## src/rtl/stream_rr_arbiter.sv

```systemverilog
// Packet-level round-robin arbiter: merges NUM_REQ valid/ready streams into one,
// holding the grant from a packet's first beat until its last beat is accepted.
module stream_rr_arbiter #(
  parameter int NUM_REQ    = 4,
  parameter int DATA_WIDTH = 32,
  parameter int ID_WIDTH   = 2
) (
  input  logic                          clk,
  input  logic                          rst,
  input  logic [NUM_REQ-1:0]            req_valid_i,
  output logic [NUM_REQ-1:0]            req_ready_o,
  input  logic [NUM_REQ*DATA_WIDTH-1:0] req_data_i,
  input  logic [NUM_REQ-1:0]            req_last_i,
  output logic                          out_valid_o,
  input  logic                          out_ready_i,
  output logic [DATA_WIDTH-1:0]         out_data_o,
  output logic                          out_last_o,
  output logic [ID_WIDTH-1:0]           out_id_o,
  output logic                          busy_o
);

  typedef enum logic {
    ST_IDLE   = 1'b0,
    ST_LOCKED = 1'b1
  } state_t;

  state_t              r_state, w_state_nxt;
  logic [ID_WIDTH-1:0] r_ptr, w_ptr_nxt;
  logic [ID_WIDTH-1:0] r_gnt, w_gnt_nxt;
  logic [ID_WIDTH-1:0] w_hi, w_lo, w_rr_gnt, w_gnt, w_gnt_inc;
  logic                w_hi_found, w_lo_found;
  logic                w_sel_valid, w_hs;

  // Round-robin scan: lowest valid index at or above ptr, else lowest valid overall.
  // NOTE: every always_comb output gets a default first so no path leaves it unassigned (no latch).
  always_comb begin
    w_hi       = '0;
    w_lo       = '0;
    w_hi_found = 1'b0;
    w_lo_found = 1'b0;
    for (int i = NUM_REQ - 1; i >= 0; i--) begin
      if (req_valid_i[i]) begin
        w_lo       = ID_WIDTH'(i);
        w_lo_found = 1'b1;
        if (i >= int'(r_ptr)) begin
          w_hi       = ID_WIDTH'(i);
          w_hi_found = 1'b1;
        end
      end
    end
    if (w_hi_found)      w_rr_gnt = w_hi;
    else if (w_lo_found) w_rr_gnt = w_lo;
    else                 w_rr_gnt = r_ptr;
  end

  assign w_gnt     = (r_state == ST_LOCKED) ? r_gnt : w_rr_gnt;
  assign w_gnt_inc = (w_gnt == ID_WIDTH'(NUM_REQ - 1)) ? '0 : w_gnt + ID_WIDTH'(1);

  // In IDLE the scan only lands on a valid requester when any is valid, so the
  // granted requester's valid equals |req_valid_i there; one mux serves both states.
  always_comb begin
    out_data_o  = '0;
    out_last_o  = 1'b0;
    w_sel_valid = 1'b0;
    req_ready_o = '0;
    for (int i = 0; i < NUM_REQ; i++) begin
      if (ID_WIDTH'(i) == w_gnt) begin
        out_data_o     = req_data_i[i*DATA_WIDTH +: DATA_WIDTH];
        out_last_o     = req_last_i[i];
        w_sel_valid    = req_valid_i[i];
        req_ready_o[i] = out_ready_i && req_valid_i[i];
      end
    end
  end

  assign out_valid_o = w_sel_valid;
  assign out_id_o    = w_gnt;
  assign busy_o      = (r_state == ST_LOCKED);
  assign w_hs        = out_valid_o && out_ready_i;

  // Lock on any offered beat that does not complete a packet, including a stalled
  // first beat, so the offered beat cannot change under backpressure.
  always_comb begin
    w_state_nxt = r_state;
    w_ptr_nxt   = r_ptr;
    w_gnt_nxt   = r_gnt;
    case (r_state)
      ST_IDLE: begin
        if (w_hs && out_last_o) begin
          w_ptr_nxt = w_gnt_inc;
        end else if (out_valid_o) begin
          w_state_nxt = ST_LOCKED;
          w_gnt_nxt   = w_gnt;
        end
      end
      ST_LOCKED: begin
        if (w_hs && out_last_o) begin
          w_state_nxt = ST_IDLE;
          w_ptr_nxt   = w_gnt_inc;
        end
      end
      default: w_state_nxt = ST_IDLE;
    endcase
  end

  // NOTE: state registers use non-blocking assignments so every flop samples pre-edge values.
  always_ff @(posedge clk) begin
    if (rst) begin
      r_state <= ST_IDLE;
      r_ptr   <= '0;
      r_gnt   <= '0;
    end else begin
      r_state <= w_state_nxt;
      r_ptr   <= w_ptr_nxt;
      r_gnt   <= w_gnt_nxt;
    end
  end

endmodule

```

## config.mk

```make
export PLATFORM = sky130hd
export DESIGN_NAME = stream_rr_arbiter
export DESIGN_NICKNAME = d
export VERILOG_FILES = /design/src/rtl/stream_rr_arbiter.sv
export SDC_FILE = /design/constraint.sdc
export NUM_CORES = 1
export LEC_CHECK = 0
export ABC_AREA = 1
export CORE_MARGIN = 2
export CORE_UTILIZATION = 24
export DETAILED_ROUTE_END_ITERATION = 10
export PLACE_DENSITY = 0.87
export SLEW_MARGIN = 10
export SYNTH_ARGS = -nofsm -noshare
export SYNTH_HDL_FRONTEND = slang
export SYNTH_SLANG_ARGS = --single-unit
```

## constraint.sdc

```tcl
create_clock -name clk -period 2.45 [get_ports clk]
set_clock_uncertainty 0.1 [all_clocks]
set_input_delay 0.49 -clock clk [delete_from_list [all_inputs] [get_ports clk]]
set_output_delay 0.49 -clock clk [all_outputs]
set_load 0.01 [all_outputs]
```

Word-level counts from Yosys, hierarchy flattened:

Cells that the tools add are included.

* flip-flop bits (word level): 5
* word-level logic and storage cells: 66

* $add $sub $neg: 1
* order comparisons: 3
* eq/ne operators: 4
* mux-type cells: 45
* bitwise gates (word level): 2
* reduce and logical (&&, ||, !) cells: 8

Operator list (count)
* $mux W32: 4
* $mux W2: 15
* $mux W1: 25
* $logic_and A1 B1 Y1: 6
* $eq A2 B2 Y1 const A: 2
* $ge A1 B2 Y1 const A: 2
* $reduce_and A3 Y1: 1
* $add A2 B1 Y2 const B: 1
* $eq A1 B2 Y1 const A: 1
* $eq A2 B2 Y1 const B: 1
* $ge A2 B2 Y1 const A: 1
* $logic_not A2 Y1: 1
* $not A1 Y1: 2
* $pmux W1 S2: 1

Logic depth before layout (Yosys ltp):

Gate-level depths: netlist of the first run.

* word-level depth: 18
* mapped depth: 22
* depth with buffers taken out: 21

Worst setup path before layout of the first run:

No wires, ideal clock.

* kind: input to output
* start: input req_valid_i[3]
* end: output out_data_o[10]
* arrival time: 2.116 ns
* required time: 1.860 ns
* slack: -0.256 ns
* cell stages on the path: 12
* cell sequence: inv_1 nand2_1 o21ai_1 nand2_1 a21boi_1 inv_1 ha_1 buf_6 inv_6 clkbuf_1 o21ai_0 o21ai_0

* cells in the longest elaborated chain, start to end: 14

Ends and longest elaborated chain
* from (decl): line 10 `input logic [NUM_REQ-1:0] req_valid_i,`
* $mux W2 / $mux W1 (equally long branches): line 42 `if (req_valid_i[i]) begin`
* $mux W2 / $mux W1 (equally long branches): line 45 `if (i >= int'(r_ptr)) begin`
* $mux W2 / $mux W1 (equally long branches): line 42
* $mux W2 / $mux W1 (equally long branches): line 45
* $mux W2 / $mux W1 (equally long branches): line 42
* $mux W2 / $mux W1 (equally long branches): line 45
* $mux W2 / $mux W1 (equally long branches): line 42
* $mux W2 (*): line 51 `if (w_hi_found) w_rr_gnt = w_hi;`
* $mux W2 (*): line 56 `assign w_gnt = (r_state == ST_LOCKED) ? r_gnt : w_rr_gnt;`
* via out_id_o[1]: line 18 `output logic [ID_WIDTH-1:0] out_id_o,`
* $logic_not A2 Y1: line 67 `if (ID_WIDTH'(i) == w_gnt) begin`
* $mux W32 (3 in a row): line 67
* $mux W32 (*): line 67
* to (decl): line 16 `output logic [DATA_WIDTH-1:0] out_data_o,`

The timed path passes the listed nets; every way through them passes the cells marked *.

Final worst setup path of the first run:

* start: input req_valid_i[2]
* end: output out_data_o[23]

* cells in the longest elaborated chain, start to end: 12

Ends and longest elaborated chain (line)
* $mux W2 / $mux W1 (equally long branches): 42
* $mux W2 / $mux W1 (equally long branches): 45
* $mux W2 / $mux W1 (equally long branches): 42
* $mux W2 / $mux W1 (equally long branches): 45
* $mux W2 / $mux W1 (equally long branches): 42
* $mux W2 (*): 51
* $mux W2 (*): 56
* $logic_not A2 Y1: 67
* $mux W32 (3 in a row): 67
* $mux W32 (*): 67

Every way passes the cells marked *; elsewhere a longest branch is shown, timed or not.

==> key figures, run 1 <==
Timing
  – Fin crit period: around 2.9 ns
  – Rel. slew slack: 0.843
  – Hold Slack: roughly 0.40 ns
  – Final hold viol count: 0
  – Crit share post-route: 1.19
  – Slew Viols, Final: 0
  – Final Setup Violations: 43
  – Slew @ Worst Pin: 0.233 ns
  – RSZ-0062 raised after global routing: yes
  – Peak Freq: 342 MHz
  – Slack of the critical path: -0.475 ns

Die
  – Die W: about 83 um
  – DIE AREA: approximately 0.0068 mm^2
  – Die Y-Extent: 82.7 um
  – Placeable Area: between 0.005 and 0.006 mm^2
  – I/O pin total: 180
  – Initial Util: 0.249
  – Std cell rows: 28

Pwr
  – Power, Total: approximately 6.0 mW
  – PwrDens: between 1000 and 1500 mW/mm^2
  – VDD IR max: about 0.00087 V
  – LEAKAGE: 1.98 nW

Synth
  – Post-synth top cells: nand2_1 (120), o21ai_0 (53), a21oi_1 (37), nor2_1 (19), o21ai_1 (14)
  – Count leader, synth: nand2_1
  – Flops & latches, synth: 5
  – Cell variety after synth: 23
  – Post-synth EDFFs: 0
  – Ys flop type: dfxtp_1
  – Synthesized instance count: around 310
  – Post-synth top area share: 0.303
  – Mapped Avg Cell Area: between 4 and 5 um^2
  – Synth Cell Area: between 0.001 and 0.0015 mm^2
  – Seq/Total Area, Yosys: 0.0674
  – Syn Nets: 448
  – Synth warn: 0
  – Synth area leaders: nand2_1 (30%), o21ai_0 (18%), a21oi_1 (12%)
  – Synth area leader: nand2_1
  – FFs w/ async S/R, synth: 0

Drt
  – DR iter-0 viols: 70
  – Drt wl/cell: about 16 um
  – Via density: between 4 and 5
  – Post-DRT Antenna Nets: 0
  – Drt pass-1 iters: 4
  – WL final: 9930 um
  – Vias: 2,946
  – Drt drc: 0

Worst setup path
  – Cell mode on critical path: buf_6
  – Worst path bufs/invs: 7
  – Setup crit end kind: output pin
  – Worst Setup Path Type: in -> out
  – Crit-path cells: buf_8, buf_6, a21oi_2, nor2_1, nor2_1, nor2_2, nor2_2, buf_6, inv_6, ha_4, buf_6, buf_12, a21oi_2, nand2_2, o21ai_1, o21ai_1, buf_2
  – CP delay by family, top: buffers and inverters
  – Crit path required time: around 1.9 ns
  – CP max stage cell: ha_4
  – Max stage delay on crit path: 0.20 ns
  – Crit Path Max Fanout: 13
  – Critical Path AT: roughly 2.3 ns
  – Startpoint Class: primary input

Clocking
  – Worst-Skew Late Latency: between 0.2 and 0.25 ns
  – Sink Count: 5
  – Max clock buf depth: 2
  – H-Tree Depth: 1
  – Clk Tree Root Cell: clkbuf_8
  – Num CTS Buffers: 3
  – Register clock-pin slew on the reported worst setup and hold paths: approximately 0.04 ns
  – TritonCTS clock tree: built
  – # hold bufs at CTS: 0

Global route
  – M2 GR Usage: 0.441
  – Vias in the first global route: 2,747
  – Largest net degree at the start of global routing: 36
  – GR peak layer: met2
  – Initial antenna violation count: 0
  – First-pass GRT wire length: 12,700 um
  – Total grt overflow: 0
  – Met1 usage: 0.258
  – Routing usage on met3: 0.0543
  – Tot GR Track Use: 0.240

Job
  – Max Cap Violations: 0

Min path
  – HP Class: reg -> reg

Outcome
  – Status: complete, but fails checks
  – Failing checks: negative setup slack

Final layout
  – Layout fillers: about 450
  – Final net count: between 600 and 700
  – Area grow syn2layout: 196%
  – # diodes: 0
  – Layout cells sized above 1: 0.411

Placed design
  – Routability Congestion: about 0.87
  – Placed wire-length estimate: approximately 6600 um
  – Port bufs: 179
==> repair_timing <==
action | CTS | global route
cloned | 4 | 5
gates resized for setup | 257 | 62
setup buffers | 24 | 4
pin swaps | 28 | 23
setup endpoints to repair | 45 | 44
==> path summary, 6_finish.rpt <==
| kind | cells past startpoint | end | startpoint | slack (ns) |
|---|---|---|---|---|
| setup / recovery | 17 | out_data_o[23] | req_valid_i[2] | -0.47 |
| hold / removal | 2 | r_gnt[1] | r_gnt[1] | 0.40 |
| setup reg to reg | 22 | r_ptr[1] | r_ptr[0] | -0.07 |
| hold reg to reg | 2 | r_gnt[1] | r_gnt[1] | 0.40 |
==> layout make-up <==
| cell class | instances | area (um^2) | area share |
|---|---|---|---|
| Clock inverter | 1 | 5.00 | 0.00114 |
| Timing Repair Buffer | 243 | 2460 | 0.560 |
| Inverter | 16 | 80.1 | 0.0182 |
| Clock buffer | 3 | 41.3 | 0.00940 |
| Sequential cell | 5 | 105 | 0.0239 |
| Multi-Input combinational cell | 263 | 1610 | 0.366 |
| Tap cell | 75 | 93.8 | 0.0214 |
==> worst register-to-register path: stages (launching register included) <==
cell and delay [ns]:
dfxtp_2 0.35, inv_2 0.06, a21oi_2 0.12, nor2_1 0.05, nor2_1 0.14, nor2_2 0.06
nor2_2 0.13, buf_4 0.15, ha_4 0.18, buf_12 0.14, buf_6 0.10, inv_2 0.04
nand3_2 0.06, nand2_1 0.06, nand2_1 0.05, nand2_1 0.06, nand2_2 0.09, nand2_4 0.06
buf_4 0.16, nand2_4 0.08, inv_2 0.04, nor2_1 0.07, nor2_1 0.05
==> registers in the layout, indices dropped and copies added (netlist names) <==
register,count
r_gnt,2
busy_o,1
r_ptr,2
==> metrics by stage <==
stage | util | area (um^2) | setup TNS, ns | worst slack [ns] | cells
floorplan | - | 1640 | -0.564 | -0.0359 | 305
global route | 0.738 | 4390 | -20.74 | -0.604 | 606
CTS | 0.683 | 4070 | -11.58 | -0.406 | 598
finish | 0.738 | 4390 | -15.22 | -0.475 | 606
detailed placement | 0.613 | 3650 | -47.36 | -1.24 | 568
global placement | 0.613 | 3650 | -47.02 | -1.24 | 568
==> where the power goes <==
| part | internal (mW) | switching [mW] |
|---|---|---|
| clock | 0.110 | 0.0445 |
| combinational | 2.90 | 2.76 |
| sequential | 0.119 | 0.0325 |
==> logic make-up (layout without fill, tap and decap cells) <==
logic type	count (synthesis)	after routing	share of synthesized area
compound gates	105	105	0.356
buf+inv	37	263	0.120
simple gates	154	154	0.423
flops	5	5	0.0674
fa+ha+maj	4	4	0.0337
==> cells in the final DEF (no fill, tap or decap), types with 2 or more instances in the layout <==
cell	synthesis	routed
nand2_4	2	13
o21ai_0	53	15
nor2_1	19	14
nor2_4	1	2
inv_6	1	3
inv_4	0	2
a21oi_1	37	16
inv_1	11	5
buf_16	0	3
a21oi_2	0	18
dlygate4sd2_1	0	2
a21oi_4	0	3
buf_6	2	25
buf_12	0	10
clkbuf_8	0	3
buf_8	0	2
buf_4	3	24
inv_2	4	6
dfxtp_1	5	3
nand2_2	4	28
clkbuf_16	0	5
nand2_1	120	85
clkdlybuf4s50_1	0	135
nand3_2	1	4
o21ai_2	0	17
o21ai_1	14	35
buf_2	7	36
ha_4	0	4
nor2_2	1	5
==> layer usage <==
metal	wire length (um)	share of wire
met5	0	0
met4	379	0.038
met3	845	0.085
met2	5060	0.51
met1	3650	0.37
No activity file was read; power rests on OpenSTA's default activity.
==> inputs of run 2 (changes only) <==
--- a/config.mk
+++ b/config.mk
@@ -5,9 +5,9 @@
 export SDC_FILE = /design/constraint.sdc
 export NUM_CORES = 1
 export LEC_CHECK = 0
-export ABC_AREA = 1
+export ABC_AREA = 0
 export CORE_MARGIN = 2
-export CORE_UTILIZATION = 24
+export CORE_UTILIZATION = 23
 export DETAILED_ROUTE_END_ITERATION = 10
 export PLACE_DENSITY = 0.87
 export SLEW_MARGIN = 10
==> key figures, run 2 <==
Outcome
  – Status: complete, but fails checks (unchanged)
  – Failing checks: negative setup slack (unchanged)

Final layout
  – # diodes: 0 (unchanged)
  – Multi-input gate area: 0.00169 mm^2 (was 0.00161 mm^2)
  – Layout Utilization: 0.730 (was 0.738)
  – Final net count: 608 (was 675)
  – Register area: 103 um^2 (was 105 um^2)
  – Commonest non-fill, non-tap cells in the layout: clkdlybuf4s50_1 (135), nand2_1 (36), buf_2 (35) (was clkdlybuf4s50_1 (135), nand2_1 (85), buf_2 (36))
  – Layout cells sized above 1: 0.474 (was 0.411)
  – Commonest non-fill, non-tap cell in the layout: clkdlybuf4s50_1 (unchanged)
  – Layout fillers: 440 (was 448)
  – Design Area, Final: 0.00430 mm^2 (was 0.00439 mm^2)
  – Area grow syn2layout: 208% (was 196%)

Timing
  – RSZ-0062 raised after global routing: yes (unchanged)
  – Peak Freq: 317 MHz (was 342 MHz)
  – Final hold viol count: 0 (unchanged)
  – Rel. slew slack: 0.706 (was 0.843)
  – Slew @ Worst Pin: 0.440 ns (was 0.233 ns)
  – Crit share post-route: 1.29 (was 1.19)
  – Slack of the critical path: -0.703 ns (was -0.475 ns)
  – Final Setup Violations: 43 (unchanged)
  – Slew Viols, Final: 0 (unchanged)
  – Hold Slack: 0.402 ns (was 0.404 ns)
  – Fin crit period: 3.15 ns (was 2.92 ns)

Global route
  – First-pass GRT wire length: 12,800 um (was 12,700 um)
  – Vias in the first global route: 2,563 (was 2,747)
  – Total grt overflow: 0 (unchanged)
  – Largest net degree at the start of global routing: 33 (was 36)
  – Tot GR Track Use: 0.241 (was 0.240)
  – Initial antenna violation count: 0 (unchanged)

Min path
  – Worst Min Path Start: r_gnt[0] (was r_gnt[1])
  – HP Class: reg -> reg (unchanged)

Drt
  – WL final: 9040 um (was 9930 um)
  – Post-DRT Antenna Nets: 0 (unchanged)
  – Vias: 2,704 (was 2,946)
  – Drt drc: 0 (unchanged)
  – Drt pass-1 iters: 4 (unchanged)
  – Via density: 5.02 (was 4.86)
  – DR iter-0 viols: 82 (was 70)
  – Drt wl/cell: 16.8 um (was 16.4 um)

Clocking
  – TritonCTS clock tree: built (unchanged)
  – Clk Tree Root Cell: clkbuf_8 (unchanged)
  – Sink Count: 5 (unchanged)
  – Register clock-pin slew on the reported worst setup and hold paths: 0.04 ns (about the same)
  – Worst-Skew Late Latency: 0.23 ns (was 0.22 ns)
  – Num CTS Buffers: 3 (unchanged)
  – Max clock buf depth: 2 (unchanged)
  – # hold bufs at CTS: 0 (unchanged)
  – H-Tree Depth: 1 (unchanged)

Pwr
  – Flop pwr share: 0.026 (was 0.025)
  – Sw Share: 0.470 (was 0.476)
  – Clock share of power: 0.027 (was 0.026)
  – Net Switching: 2.74 mW (was 2.84 mW)
  – LEAKAGE: 1.71 nW (was 1.98 nW)
  – Comb power frac: 0.948 (was 0.949)
  – VDD IR max: 0.00100 V (was 0.000870 V)
  – PwrDens: 1360 mW/mm^2 (about the same)
  – Internal power: 3.09 mW (was 3.13 mW)

Worst setup path
  – Worst Setup Path Type: in -> out (unchanged)
  – Max stage delay on crit path: 0.26 ns (was 0.20 ns)
  – Crit Path Max Fanout: 7 (was 13)
  – Crit-path cells: buf_8, nor3b_2, a2111oi_4, buf_4, a221oi_4, inv_2, ha_4, nor2b_4, buf_12, buf_6, a22oi_2, nor2_1, a21oi_1, o21ai_2, buf_2 (was buf_8, buf_6, a21oi_2, nor2_1, nor2_1, nor2_2, nor2_2, buf_6, inv_6, ha_4, buf_6, buf_12, a21oi_2, nand2_2, o21ai_1, o21ai_1, buf_2)
  – CP max stage cell: a221oi_4 (was ha_4)
  – Critical path origin: req_valid_i[1] (was req_valid_i[2])
  – Startpoint Class: primary input (unchanged)
  – Critical Path AT: 2.56 ns (was 2.33 ns)
  – Crit path required time: 1.86 ns (about the same)
  – Setup crit end kind: output pin (unchanged)
  – Worst path bufs/invs: 6 (was 7)
  – CP delay by family, top: buffers and inverters (unchanged)
  – R2R Path Start: r_ptr[1] (was r_ptr[0])

Synth
  – Cell variety after synth: 32 (was 23)
  – Post-synth top cells: nor2_1 (39), nand2_1 (36), a21oi_1 (34), o21ai_0 (32), a22oi_1 (31) (was nand2_1 (120), o21ai_0 (53), a21oi_1 (37), nor2_1 (19), o21ai_1 (14))
  – Synth area leaders: a22oi_1 (17%), a21oi_1 (12%), o21ai_0 (11%) (was nand2_1 (30%), o21ai_0 (18%), a21oi_1 (12%))
  – Seq/Total Area, Yosys: 0.0717 (was 0.0674)
  – Post-synth EDFFs: 0 (unchanged)
  – Ys flop type: dfxtp_1 (unchanged)
  – Syn Nets: 385 (was 448)
  – Synth area leader: a22oi_1 (was nand2_1)
  – Count leader, synth: nor2_1 (was nand2_1)
  – Synthesized instance count: 242 (was 305)
  – FFs w/ async S/R, synth: 0 (unchanged)
  – Synth Cell Area: 0.00140 mm^2 (was 0.00149 mm^2)
  – Synth warn: 0 (unchanged)
  – Mapped Avg Cell Area: 5.76 um^2 (was 4.87 um^2)
  – Flops & latches, synth: 5 (unchanged)
  – Post-synth top area share: 0.167 (was 0.303)

Placed design
  – Port bufs: 179 (unchanged)
  – Routability Congestion: 0.784 (was 0.872)
  – Placed Area: 0.00369 mm^2 (was 0.00365 mm^2)
  – Placed wire-length estimate: 6080 um (was 6600 um)

Die
  – Initial Util: 0.237 (was 0.249)
  – Die Y-Extent: 81.9 um (was 82.7 um)
  – Die W: 81.9 um (was 82.7 um)
  – DIE AREA: 0.00670 mm^2 (was 0.00683 mm^2)
  – I/O pin total: 180 (unchanged)
  – Placeable Area: 0.00589 mm^2 (was 0.00596 mm^2)
  – Std cell rows: 28 (unchanged)

Job
  – Max Cap Violations: 0 (unchanged)
==> run 2: cell families (layout without fill, tap and decap cells) <==
logic type	Yosys count	count (layout)	synth area share
compound gates	109	109	0.489
fa+ha+maj	4	4	0.0359
buf+inv	28	250	0.0888
mux	2	2	0.0144
flops	5	5	0.0718
simple gates	94	94	0.300
==> run 2: tightest hold or removal path, cell delays in order, from the launching register on <==
cell	delay, ns
dfxtp_1	0.31
nor2_2	0.10
a211oi_2	0.04
==> run 2: worst paths after layout <==
kind         depth (start not counted)            end  slack (ns)
max                                 15  out_data_o[4]       -0.70
min                                  2       r_gnt[0]        0.40
max reg2reg                         14       r_gnt[1]       -0.50
min reg2reg                          2       r_gnt[0]        0.40
==> run 2: power by group through the flow <==
stage | sequential (mW) | combinational (mW) | clock [mW]
floorplan | 0.156 | 2.49 | 0
finish | 0.151 | 5.53 | 0.155
detailed placement | 0.139 | 4.63 | 0
global placement | 0.138 | 4.54 | 0
global route | 0.154 | 5.95 | 0.164
CTS | 0.141 | 5.25 | 0.161
==> run 2: timing repair <==
item | 4_1_cts | 5_1_grt
setup buffers | 27 | 3
pin swaps | 23 | 24
gates resized for setup | 250 | 42
setup endpoints to repair | 45 | 45
gates cloned | 3 | 1
==> run 2: layer usage <==
metal / up-vias / share of wire / track usage
li1: 1327 / - / -
met1: 1263 / 0.38 / 0.282
met2: 101 / 0.54 / 0.456
met3: 13 / 0.072 / 0.0385
met4: 0 / 0.013 / 0.0517
met5: - / 0 / 0
==> run 2: stage by stage <==
step           setup TNS, ns  power, mW  setup slack [ns]  cells
2_1_floorplan         -16.61       2.64            -0.446    242
3_5_place_dp          -61.33       4.77             -1.52    507
5_1_grt               -31.43       6.27            -0.865    539
6_report              -25.33       5.83            -0.703    539
3_3_place_gp          -58.39       4.67             -1.44    507
4_1_cts               -25.20       5.56            -0.707    539
==> run 2: final cells by class <==
| class | count | share of cell area |
|---|---|---|
| Multi-Input combinational cell | 209 | 0.394 |
| Tap cell | 75 | 0.0218 |
| Sequential cell | 5 | 0.0239 |
| Inverter | 6 | 0.00553 |
| Timing Repair Buffer | 240 | 0.545 |
| Clock buffer | 4 | 0.0105 |
